<file path="config.mk">
export PLATFORM = sky130hd
export DESIGN_NAME = anim_frame_player
export DESIGN_NICKNAME = d
export VERILOG_FILES = /design/src/rtl/anim_frame_player.sv
export SDC_FILE = /design/constraint.sdc
export NUM_CORES = 1
export LEC_CHECK = 0
export ABC_AREA = 1
export BUFFER_PORTS_ARGS = -buffer_cell sky130_fd_sc_hd__buf_2
export CORE_MARGIN = 4
export CORE_UTILIZATION = 30
export DETAILED_ROUTE_END_ITERATION = 12
export HOLD_SLACK_MARGIN = 0.02
export PLACE_DENSITY = 0.53
export SLEW_MARGIN = 10
export SYNTH_ARGS = -nofsm -noshare
export SYNTH_HDL_FRONTEND = slang
export SYNTH_SLANG_ARGS = --single-unit
</file>
<file path="constraint.sdc">
create_clock -name Clock -period 2.05 [get_ports Clock]
set_clock_uncertainty 0.2 [all_clocks]
set_input_delay 0.1025 -clock Clock [delete_from_list [all_inputs] [get_ports Clock]]
set_output_delay 0.1025 -clock Clock [all_outputs]
set_load 0.005 [all_outputs]
</file>
<file path="src/rtl/anim_frame_player.sv">
// Sprite-animation player: sweeps a screen rectangle one pixel per cycle, addresses the
// frame ROMs and steps the animation frame only on sweep boundaries so frames never tear.
module anim_frame_player #(
    parameter int X_START     = 30,
    parameter int X_END       = 131,
    parameter int Y_START     = 0,
    parameter int Y_END       = 119,
    parameter int N_FRAMES    = 7,
    parameter int FRAME_TICKS = 25_000_000,
    parameter int ROM_LATENCY = 1,
    parameter int COLOR_W     = 3
) (
    input  logic               Clock,
    input  logic               resetn,
    input  logic               enable,
    input  logic [1:0]         mode,
    output logic [3:0]         frame_idx,
    output logic [14:0]        pix_addr,
    input  logic [COLOR_W-1:0] rom_color,
    output logic [7:0]         x,
    output logic [6:0]         y,
    output logic [COLOR_W-1:0] color,
    output logic               plot,
    output logic               done
);

    typedef enum logic [1:0] {
        MODE_LOOP    = 2'd0,
        MODE_PING    = 2'd1,
        MODE_ONESHOT = 2'd2,
        MODE_HOLD    = 2'd3
    } mode_e;

    typedef enum logic {
        DIR_UP   = 1'b0,
        DIR_DOWN = 1'b1
    } dir_e;

    localparam int                TICK_W     = $clog2(FRAME_TICKS + 1);
    localparam logic [7:0]        X_FIRST    = 8'(X_START);
    localparam logic [7:0]        X_LAST     = 8'(X_END);
    localparam logic [6:0]        Y_FIRST    = 7'(Y_START);
    localparam logic [6:0]        Y_LAST     = 7'(Y_END);
    localparam logic [3:0]        LAST_FRAME = 4'(N_FRAMES - 1);
    localparam logic [TICK_W-1:0] TICK_LAST  = TICK_W'(FRAME_TICKS - 1);
    localparam logic [TICK_W-1:0] TICK_ONE   = TICK_W'(1);

    logic              soft_rst;
    logic              run;
    logic [7:0]        x_q, x_d;
    logic [6:0]        y_q, y_d;
    logic [TICK_W-1:0] tick_q, tick_d;
    logic              pending_q, pending_d;
    logic [3:0]        frame_q, frame_d;
    dir_e              dir_q, dir_d;
    logic              done_q, done_d;
    logic              eos;
    logic              tick_tc;
    logic              advance;
    mode_e             mode_s;

    // Deasserting enable is treated exactly like reset: everything restarts from the origin.
    assign soft_rst = !resetn || !enable;
    assign run      = !soft_rst;
    assign mode_s   = mode_e'(mode);

    always_comb begin : scan_next
        x_d = x_q + 8'd1;
        y_d = y_q;
        eos = 1'b0;
        if (x_q == X_LAST) begin
            x_d = X_FIRST;
            if (y_q == Y_LAST) begin
                y_d = Y_FIRST;
                eos = 1'b1;
            end else begin
                y_d = y_q + 7'd1;
            end
        end
    end

    // A terminal count landing on the EOS cycle still advances this sweep; ticks never queue.
    assign tick_tc   = (tick_q == TICK_LAST);
    assign tick_d    = tick_tc ? '0 : tick_q + TICK_ONE;
    assign advance   = eos && (pending_q || tick_tc);
    assign pending_d = advance ? 1'b0 : (pending_q || tick_tc);

    always_comb begin : frame_next
        frame_d = frame_q;
        dir_d   = dir_q;
        done_d  = done_q;
        if (mode_s != MODE_ONESHOT) begin
            done_d = 1'b0;
        end
        if (advance) begin
            case (mode_s)
                MODE_LOOP: begin
                    frame_d = (frame_q == LAST_FRAME) ? 4'd0 : frame_q + 4'd1;
                end
                MODE_PING: begin
                    if (LAST_FRAME == 4'd0) begin
                        frame_d = 4'd0;
                    end else if (dir_q == DIR_UP) begin
                        if (frame_q == LAST_FRAME) begin
                            dir_d   = DIR_DOWN;
                            frame_d = frame_q - 4'd1;
                        end else begin
                            frame_d = frame_q + 4'd1;
                        end
                    end else begin
                        if (frame_q == 4'd0) begin
                            dir_d   = DIR_UP;
                            frame_d = 4'd1;
                        end else begin
                            frame_d = frame_q - 4'd1;
                        end
                    end
                end
                MODE_ONESHOT: begin
                    if (frame_q != LAST_FRAME) begin
                        frame_d = frame_q + 4'd1;
                    end
                    if (frame_d == LAST_FRAME) begin
                        done_d = 1'b1;
                    end
                end
                default: begin
                    frame_d = frame_q;
                end
            endcase
        end
    end

    // NOTE: sequential state uses non-blocking assignments so every register samples pre-edge values.
    always_ff @(posedge Clock) begin
        if (soft_rst) begin
            x_q       <= X_FIRST;
            y_q       <= Y_FIRST;
            tick_q    <= '0;
            pending_q <= 1'b0;
            frame_q   <= 4'd0;
            dir_q     <= DIR_UP;
            done_q    <= 1'b0;
        end else begin
            x_q       <= x_d;
            y_q       <= y_d;
            tick_q    <= tick_d;
            pending_q <= pending_d;
            frame_q   <= frame_d;
            dir_q     <= dir_d;
            done_q    <= done_d;
        end
    end

    generate
        if (ROM_LATENCY == 0) begin : g_no_pipe
            assign x    = x_q;
            assign y    = y_q;
            assign plot = run;
        end else begin : g_pipe
            logic [7:0]             x_pipe_q [ROM_LATENCY];
            logic [6:0]             y_pipe_q [ROM_LATENCY];
            logic [ROM_LATENCY-1:0] vld_pipe_q;

            // NOTE: this pipeline is reset element by element (unlike a RAM) so in-flight pixels are dropped.
            always_ff @(posedge Clock) begin
                if (soft_rst) begin
                    for (int i = 0; i < ROM_LATENCY; i++) begin
                        x_pipe_q[i] <= X_FIRST;
                        y_pipe_q[i] <= Y_FIRST;
                    end
                    vld_pipe_q <= '0;
                end else begin
                    x_pipe_q[0]   <= x_q;
                    y_pipe_q[0]   <= y_q;
                    vld_pipe_q[0] <= 1'b1;
                    for (int i = 1; i < ROM_LATENCY; i++) begin
                        x_pipe_q[i]   <= x_pipe_q[i-1];
                        y_pipe_q[i]   <= y_pipe_q[i-1];
                        vld_pipe_q[i] <= vld_pipe_q[i-1];
                    end
                end
            end

            assign x    = x_pipe_q[ROM_LATENCY-1];
            assign y    = y_pipe_q[ROM_LATENCY-1];
            assign plot = vld_pipe_q[ROM_LATENCY-1];
        end
    endgenerate

    assign pix_addr  = {8'd0, y_q} * 15'd160 + {7'd0, x_q};
    assign color     = plot ? rom_color : '0;
    assign frame_idx = frame_q;
    assign done      = done_q;

endmodule

</file>
==> results of run 1 <==
-- layer usage --
layer / track usage (%) / vias up
li1: - / 1742
met4: 4.10 / 0
met5: 0 / -
met2: 20.6 / 63
met3: 3.12 / 11
met1: 15.2 / 1450
-- worst reg2reg max path: stages (launching register included) --
cell and delay (ps):
sky130_fd_sc_hd__dfxtp_1 370, sky130_fd_sc_hd__ha_1 260, sky130_fd_sc_hd__nand2_1 90, sky130_fd_sc_hd__nor3_2 180, sky130_fd_sc_hd__nand2_4 130, sky130_fd_sc_hd__nor2_4 180, sky130_fd_sc_hd__nand3_4 140, sky130_fd_sc_hd__nor2_1 130
sky130_fd_sc_hd__nor2_1 60
-- cells by family after synthesis --
| logic type | count (synthesis) | share of synthesized area, % |
|---|---|---|
| flops | 63 | 34.9 |
| simple gates | 245 | 33.1 |
| fa+ha+maj | 25 | 9.07 |
| xor+xnor | 20 | 4.85 |
| buf+inv | 84 | 9.35 |
| compound gates | 60 | 8.69 |
-- final timing paths --
path,depth (start not counted),slack [ps],start,end
max,10,-580,y_q[3],pix_addr[13]
min,5,30,enable,y_q[1]
max reg2reg,8,210,x_q[1],frame_idx[2]
min reg2reg,1,260,tick_q[0],tick_q[0]
-- flip-flops by register name (all words and copies together) (netlist names) --
register and count:
plot 1, x_q 8, dir_q 1, pending_q 1, g_pipe.y_pipe_q 7, frame_idx 4
tick_q 25, g_pipe.x_pipe_q 8, y_q 7, done 1
-- cell type report --
class | count | area, um2 | area share [%]
multi-input cells | 350 | 2170 | 45.8
flip-flops and latches | 63 | 1270 | 26.9
repair buffers | 77 | 483 | 10.2
inverters | 75 | 282 | 5.95
clock buffers | 10 | 250 | 5.29
well taps | 143 | 179 | 3.78
clock inverters | 6 | 97.6 | 2.06
-- through the flow --
| stage | utilization (%) | hold WS, ps | std cells |
|---|---|---|---|
| 3_3_place_gp | 36.6 | 244 | 707 |
| 3_5_place_dp | 36.6 | 253 | 707 |
| 5_1_grt | 40.7 | 57.6 | 724 |
| 6_report | 40.7 | 32.6 | 724 |
| 2_1_floorplan | - | 85.0 | 497 |
| 4_1_cts | 40.2 | 27.0 | 723 |
-- what timing repair did --
| item | 4_1_cts | 5_1_grt |
|---|---|---|
| hold endpoints to repair | 0 | 0 |
| hold buffers | 0 | 0 |
| setup endpoints to repair | 7 | 8 |
| gates resized for setup | 12 | 10 |
| setup buffers | 1 | 1 |
| pin swaps | 10 | 9 |
-- power groups by stage --
stage                     clock network (mW)  logic, mW  registers, mW
after detailed placement                   0      0.104           1.27
after global routing                    1.86      0.117           1.24
after global placement                     0      0.102           1.27
after floorplan                            0     0.0649           1.27
after CTS                               1.80      0.104           1.24
final                                   1.76      0.103           1.24
-- cell usage in the layout (no fill, tap or decap), types with 8 or more instances in the layout --
cell type / count
sky130_fd_sc_hd__inv_2: 11
sky130_fd_sc_hd__nand3_1: 29
sky130_fd_sc_hd__nand4_1: 9
sky130_fd_sc_hd__o21ai_0: 13
sky130_fd_sc_hd__ha_1: 15
sky130_fd_sc_hd__dfxtp_1: 59
sky130_fd_sc_hd__a21oi_1: 38
sky130_fd_sc_hd__nand2_1: 100
sky130_fd_sc_hd__inv_1: 63
sky130_fd_sc_hd__nand2_2: 10
sky130_fd_sc_hd__buf_2: 46
sky130_fd_sc_hd__xor2_1: 15
sky130_fd_sc_hd__clkbuf_16: 10
sky130_fd_sc_hd__nor2_1: 53
sky130_fd_sc_hd__nor3_1: 8
sky130_fd_sc_hd__buf_4: 28
==> flow_summary.rst, run 1 <==
.. list-table::
   :header-rows: 1

   * - Metric
     - Value
   * - Starting density of the core
     - 31.1%
   * - Final clock period utilization by the worst path
     - 128%
   * - Global-route wire length before repair
     - 14300 um
   * - Flip-flop and latch count after synthesis
     - 63
   * - Worst slew pin tran
     - 321 ps
   * - Final worst setup slack
     - -583 ps
   * - Areal power density over the cells
     - 655 nW/um2
   * - Routed wl met3
     - 317 um
   * - Remaining number of nets flagged by the antenna check after routing
     - 0
   * - Outcome
     - finished, violations left
   * - Synth area leader
     - sky130_fd_sc_hd__dfxtp_1
   * - Post-synth top cells
     - sky130_fd_sc_hd__nand2_1, sky130_fd_sc_hd__inv_1, sky130_fd_sc_hd__dfxtp_1
   * - Seq pwr share
     - 39.9%
   * - Area share of the leading cell type in the synthesized netlist
     - 34.9%
   * - Width of the die
     - 118 um
   * - Die Footprint
     - 13900 um2
   * - Clock power share
     - 56.7%
   * - Drc violations
     - 0
   * - Combinational cell fraction of total power
     - 3.3%
   * - Area inside the core boundary
     - 11600 um2
   * - Setup violation total in the final timing report
     - 7
   * - Async SR Flop Fraction
     - 0%
   * - Delay contributed by the slowest stage of the critical path
     - 350 ps
   * - Placed standard-cell area
     - 4260 um2
   * - Total design power
     - 3.10 mW
   * - Maximum number of pins on one net before global-route repair
     - 17
   * - Most common cell in the netlist
     - sky130_fd_sc_hd__nand2_1
   * - Die outline height
     - 118 um
   * - Diode count
     - 0
   * - Synthesized cell area
     - 3610 um2
   * - Switching power share of the total
     - 21.6%
   * - H-tree depth
     - 3
   * - Hold Path Class
     - in2reg
   * - Worst setup slack after placement
     - -294 ps
   * - Highest metal layer used by the detailed router
     - met4
   * - Most area-consuming cells after synthesis
     - sky130_fd_sc_hd__dfxtp_1, sky130_fd_sc_hd__nand2_1, sky130_fd_sc_hd__ha_1
   * - Internal power contribution
     - 2.43 mW
   * - Post-synth top flop
     - sky130_fd_sc_hd__dfxtp_1
   * - Clock Sink Count
     - 63
   * - Number of rows in the core area
     - 39
   * - Sum of routed wire length over all layers
     - 8230 um
   * - Number of filler cells placed in the layout
     - 1211
   * - Final Cell Area
     - 4730 um2
   * - Global router's overall resource usage
     - 12.2%
   * - Crit start category
     - register
   * - Slowest cell on crit path
     - sky130_fd_sc_hd__dfxtp_4
   * - Detail-routed net length per standard cell
     - 11.4 um
   * - Number of I/O port buffers
     - 46
   * - Max Root-Sink Buffers
     - 2
   * - Sequential area share after synthesis
     - 34.9%
   * - CP arrival
     - 2330 ps
   * - Top-Level Pins
     - 47
   * - Clock tree from TritonCTS
     - yes
   * - Overflow left after global routing
     - 0
   * - Clock tree root driver cell
     - sky130_fd_sc_hd__clkbuf_16
   * - Reported max-cap violation count
     - 0
   * - Number of hold-slack violations in the final timing report
     - 0
   * - Clock latency reported for the late side of the worst-skew pair
     - 330 ps
   * - EDFF count, synth
     - 0
   * - Switching power summed over all nets
     - 670 uW
   * - Worst voltage drop across the vdd grid
     - 409 uV
   * - Routed met1 length
     - 3930 um
   * - Nets
     - 609
   * - Post-layout min period
     - 2630 ps
   * - Worst path buffer plus inverter count
     - 2
   * - Synth-to-Final Area Change
     - 31.0%
   * - Unrepaired setup endpoints after global routing
     - yes
   * - Iteration-0 DRC count of the detailed router
     - 91
   * - Leakage
     - 2.11 nW
   * - Maximum fanout along the worst path
     - 3
   * - Vias in the first global route
     - 3216
   * - Violated checks
     - negative setup slack
   * - Average size of a mapped cell
     - 7.27 um2
   * - Yosys warning count
     - 0
   * - Required time at the endpoint of the critical path
     - 1750 ps
   * - Type of the worst setup path
     - reg2out
   * - Cell occurring most often along the worst timing path
     - sky130_fd_sc_hd__ha_4
   * - Max-slew violations
     - 0
   * - Routed wire length on met2
     - 3870 um
   * - Total number of vias
     - 3266
   * - Max Clk Rate
     - 380 MHz
   * - Via density per instance
     - 4.51
   * - Number of buffers created by CTS
     - 9
   * - Mapped Cells
     - 497
   * - Number of nets in the synthesized netlist
     - 530
   * - Layout cells sized above 1
     - 27.9%
   * - RePlAce Congestion
     - 0.864
   * - Count of cell types in the netlist
     - 37
   * - Accumulated negative setup slack
     - -2890 ps
   * - Cell-by-cell trace of the critical path
     - ha_4, ha_4, inv_2, fa_2, nand3b_1, nand2_2, xor2_2, nor2_1, xor2_1, buf_2
   * - Number of antenna violations at the first check in global routing
     - 0
   * - Cell type group with the largest total delay on the critical path
     - adder cells
   * - Router iterations before antenna repair
     - 4
   * - Clock-pin slew reported for the worst setup and hold paths after clock tree synthesis
     - 60 ps
   * - Max-slew headroom at the worst pin
     - 78.5%
   * - Half-perimeter wire length of the detailed placement result
     - 6370 um
   * - Capturing element type of the critical path
     - output port
(Power assumes the default switching activity.)
==> inputs of run 2 (changes only) <==
--- a/config.mk
+++ b/config.mk
@@ -7,6 +7,7 @@
 export LEC_CHECK = 0
 export ABC_AREA = 1
 export BUFFER_PORTS_ARGS = -buffer_cell sky130_fd_sc_hd__buf_2
+export CORE_ASPECT_RATIO = 0.9
 export CORE_MARGIN = 4
 export CORE_UTILIZATION = 30
 export DETAILED_ROUTE_END_ITERATION = 12
==> flow_summary.rst, run 2 (synthesized netlist as in run 1, its figures left out) <==
.. list-table::
   :header-rows: 1

   * - Metric
     - Value
   * - Max Clk Rate
     - 379 MHz
   * - Worst setup slack after placement
     - -271 ps
   * - Worst slew pin tran
     - 352 ps
   * - Most flops, register
     - tick_q
   * - Startpoint of the most critical hold path
     - resetn
   * - Final clock period utilization by the worst path
     - 129%
   * - Number of buffers created by CTS
     - 9
   * - Total number of vias
     - 3306
   * - Iteration-0 DRC count of the detailed router
     - 174
   * - Accumulated negative setup slack
     - -2990 ps
   * - Final worst setup slack
     - -586 ps
   * - Areal power density over the cells
     - 625 nW/um2
   * - Number of filler cells placed in the layout
     - 1180
   * - Maximum number of pins on one net before global-route repair
     - 17
   * - Clock tree from TritonCTS
     - yes
   * - Number of hold-slack violations in the final timing report
     - 0
   * - Area inside the core boundary
     - 11600 um2
   * - Leakage
     - 2.12 nW
   * - Total design power
     - 2.98 mW
   * - Critical R2R Launch
     - x_q[0]
   * - Max-slew violations
     - 0
   * - Diode count
     - 0
   * - Max Root-Sink Buffers
     - 2
   * - Setup slack, reg-to-reg
     - 190 ps
   * - Cell depth of the worst min-delay path
     - 4
   * - Cell count of the worst reg-to-reg path
     - 8
   * - Layout cells sized above 1
     - 27.4%
   * - Number of antenna violations at the first check in global routing
     - 0
   * - Max-slew headroom at the worst pin
     - 76.4%
   * - H-tree depth
     - 3
   * - Global-route wire length before repair
     - 14500 um
   * - Synth-to-Final Area Change
     - 31.8%
   * - Capturing element type of the critical path
     - output port
   * - Most frequent cells in the layout
     - sky130_fd_sc_hd__nand2_1, sky130_fd_sc_hd__inv_1, sky130_fd_sc_hd__dfxtp_1, sky130_fd_sc_hd__nor2_1, sky130_fd_sc_hd__buf_2
   * - Crit start category
     - register
   * - Footprint of the flip-flops and latches
     - 1270 um2
   * - Remaining number of nets flagged by the antenna check after routing
     - 0
   * - Worst voltage drop across the vdd grid
     - 294 uV
   * - Via density per instance
     - 4.47
   * - Die Footprint
     - 13900 um2
   * - Unrepaired setup endpoints after global routing
     - yes
   * - Half-perimeter wire length of the detailed placement result
     - 6360 um
   * - Starting density of the core
     - 31.1%
   * - Hold Path Class
     - in2reg
   * - Vias in the first global route
     - 3211
   * - Sum of routed wire length over all layers
     - 8500 um
   * - Clock latency reported for the late side of the worst-skew pair
     - 330 ps
   * - Detail-routed net length per standard cell
     - 11.5 um
   * - Required time at the endpoint of the critical path
     - 1750 ps
   * - Reported max-cap violation count
     - 0
   * - Number of I/O port buffers
     - 46
   * - Placed standard-cell area
     - 4260 um2
   * - Number of rows in the core area
     - 37
   * - CP arrival
     - 2330 ps
   * - Top-Level Pins
     - 47
   * - Width of the die
     - 124 um
   * - Clock tree root driver cell
     - sky130_fd_sc_hd__clkbuf_16
   * - Maximum fanout along the worst path
     - 3
   * - Clock-pin slew reported for the worst setup and hold paths after clock tree synthesis
     - 60 ps
   * - Hold Path Sink
     - g_pipe.y_pipe_q[0][0]
   * - Violated checks
     - negative setup slack
   * - Global router's overall resource usage
     - 12.9%
   * - Nets
     - 612
   * - Post-layout min period
     - 2640 ps
   * - Final Cell Area
     - 4760 um2
   * - Number of flip-flops in the largest register
     - 25
   * - Router iterations before antenna repair
     - 4
   * - Setup violation total in the final timing report
     - 7
   * - RePlAce Congestion
     - 0.855
   * - Overflow left after global routing
     - 0
   * - Most frequent standard cell in the layout excluding fill and tap cells
     - sky130_fd_sc_hd__nand2_1
   * - Type of the worst setup path
     - reg2out
   * - Clock Sink Count
     - 63
   * - Biggest registers after layout
     - tick_q: 25 flops, g_pipe.x_pipe_q: 8 flops, x_q: 8 flops
   * - R2r endpoint
     - frame_idx[0]
   * - Drc violations
     - 0
   * - Outcome
     - finished, violations left
   * - Multi-input gate area in the final layout
     - 2170 um2
   * - Die outline height
     - 112 um
==> run 2: changes by cell type in the layout (fill, tap and decap cells not counted), moves of 2 or more <==
| cell | change |
|---|---|
| sky130_fd_sc_hd__nand2_2 | -3 |
| sky130_fd_sc_hd__clkinvlp_4 | +2 |
| sky130_fd_sc_hd__nand2_1 | +3 |
| sky130_fd_sc_hd__dlygate4sd3_1 | +2 |
==> run 2: through the flow <==
| step | util [%] | instances | hold slack (ps) |
|---|---|---|---|
| 2_1_floorplan | - | 497 | 85.0 |
| 3_3_place_gp | 36.6 | 718 | 245 |
| 3_5_place_dp | 36.6 | 718 | 248 |
| 4_1_cts | 40.3 | 738 | 39.0 |
| 5_1_grt | 41.0 | 740 | 74.8 |
| 6_report | 41.0 | 740 | 46.4 |
==> run 2: critical path, cell delays in order, from the launching register on <==
cell                       delay (ps)
sky130_fd_sc_hd__dfxtp_4          360
sky130_fd_sc_hd__ha_4             260
sky130_fd_sc_hd__ha_4             120
sky130_fd_sc_hd__inv_2             30
sky130_fd_sc_hd__fa_2             350
sky130_fd_sc_hd__nand3b_1         200
sky130_fd_sc_hd__nand2_2          100
sky130_fd_sc_hd__xor2_2           170
sky130_fd_sc_hd__buf_4            140
sky130_fd_sc_hd__nor2_1            40
sky130_fd_sc_hd__nand2_1           50
sky130_fd_sc_hd__nand2_1           40
sky130_fd_sc_hd__buf_2            120
==> run 2: final cells by class <==
| type | count | area share, % |
|---|---|---|
| multi-input cells | 350 | 45.6 |
| flip-flops and latches | 63 | 26.8 |
| repair buffers | 80 | 10.8 |
| inverters | 75 | 5.91 |
| clock buffers | 11 | 5.54 |
| well taps | 156 | 4.10 |
| clock inverters | 5 | 1.31 |
==> run 2: repair_timing <==
| action | 4_1_cts | 5_1_grt |
|---|---|---|
| endpoints found under the hold margin | 1 | 0 |
| hold buffers | 2 | 0 |
| gates resized for setup | 11 | 13 |
| pin swaps | 13 | 6 |
| endpoints found under the setup margin | 7 | 8 |
| buffers inserted | 2 | 2 |
| gates cloned | 0 | 0 |
==> run 2: worst max-delay path by stage <==
stage	startpoint	to	slack [ps]	cells after the start
2_1_floorplan	y_q[3]	pix_addr[13]	-110	9
4_1_cts	y_q[3]	pix_addr[12]	-580	10
5_1_grt	y_q[3]	pix_addr[14]	-700	12
6_report	y_q[3]	pix_addr[14]	-590	12
3_3_place_gp	y_q[3]	pix_addr[13]	-240	10
3_5_place_dp	y_q[3]	pix_addr[13]	-270	10
==> run 2: layer usage <==
layer	global-route usage (%)	wire [um]	vias up
li1	-	-	1752
met1	16.7	4120	1488
met2	20.4	3970	54
met3	2.67	276	12
met4	5.68	138	0
met5	0	0	-
==> run 2: power breakdown <==
group / total, mW / internal [mW] / switching, mW
sequential: 1.24 / 1.23 / 0.00925
combinational: 0.103 / 0.0415 / 0.0618
clock: 1.63 / 1.05 / 0.580
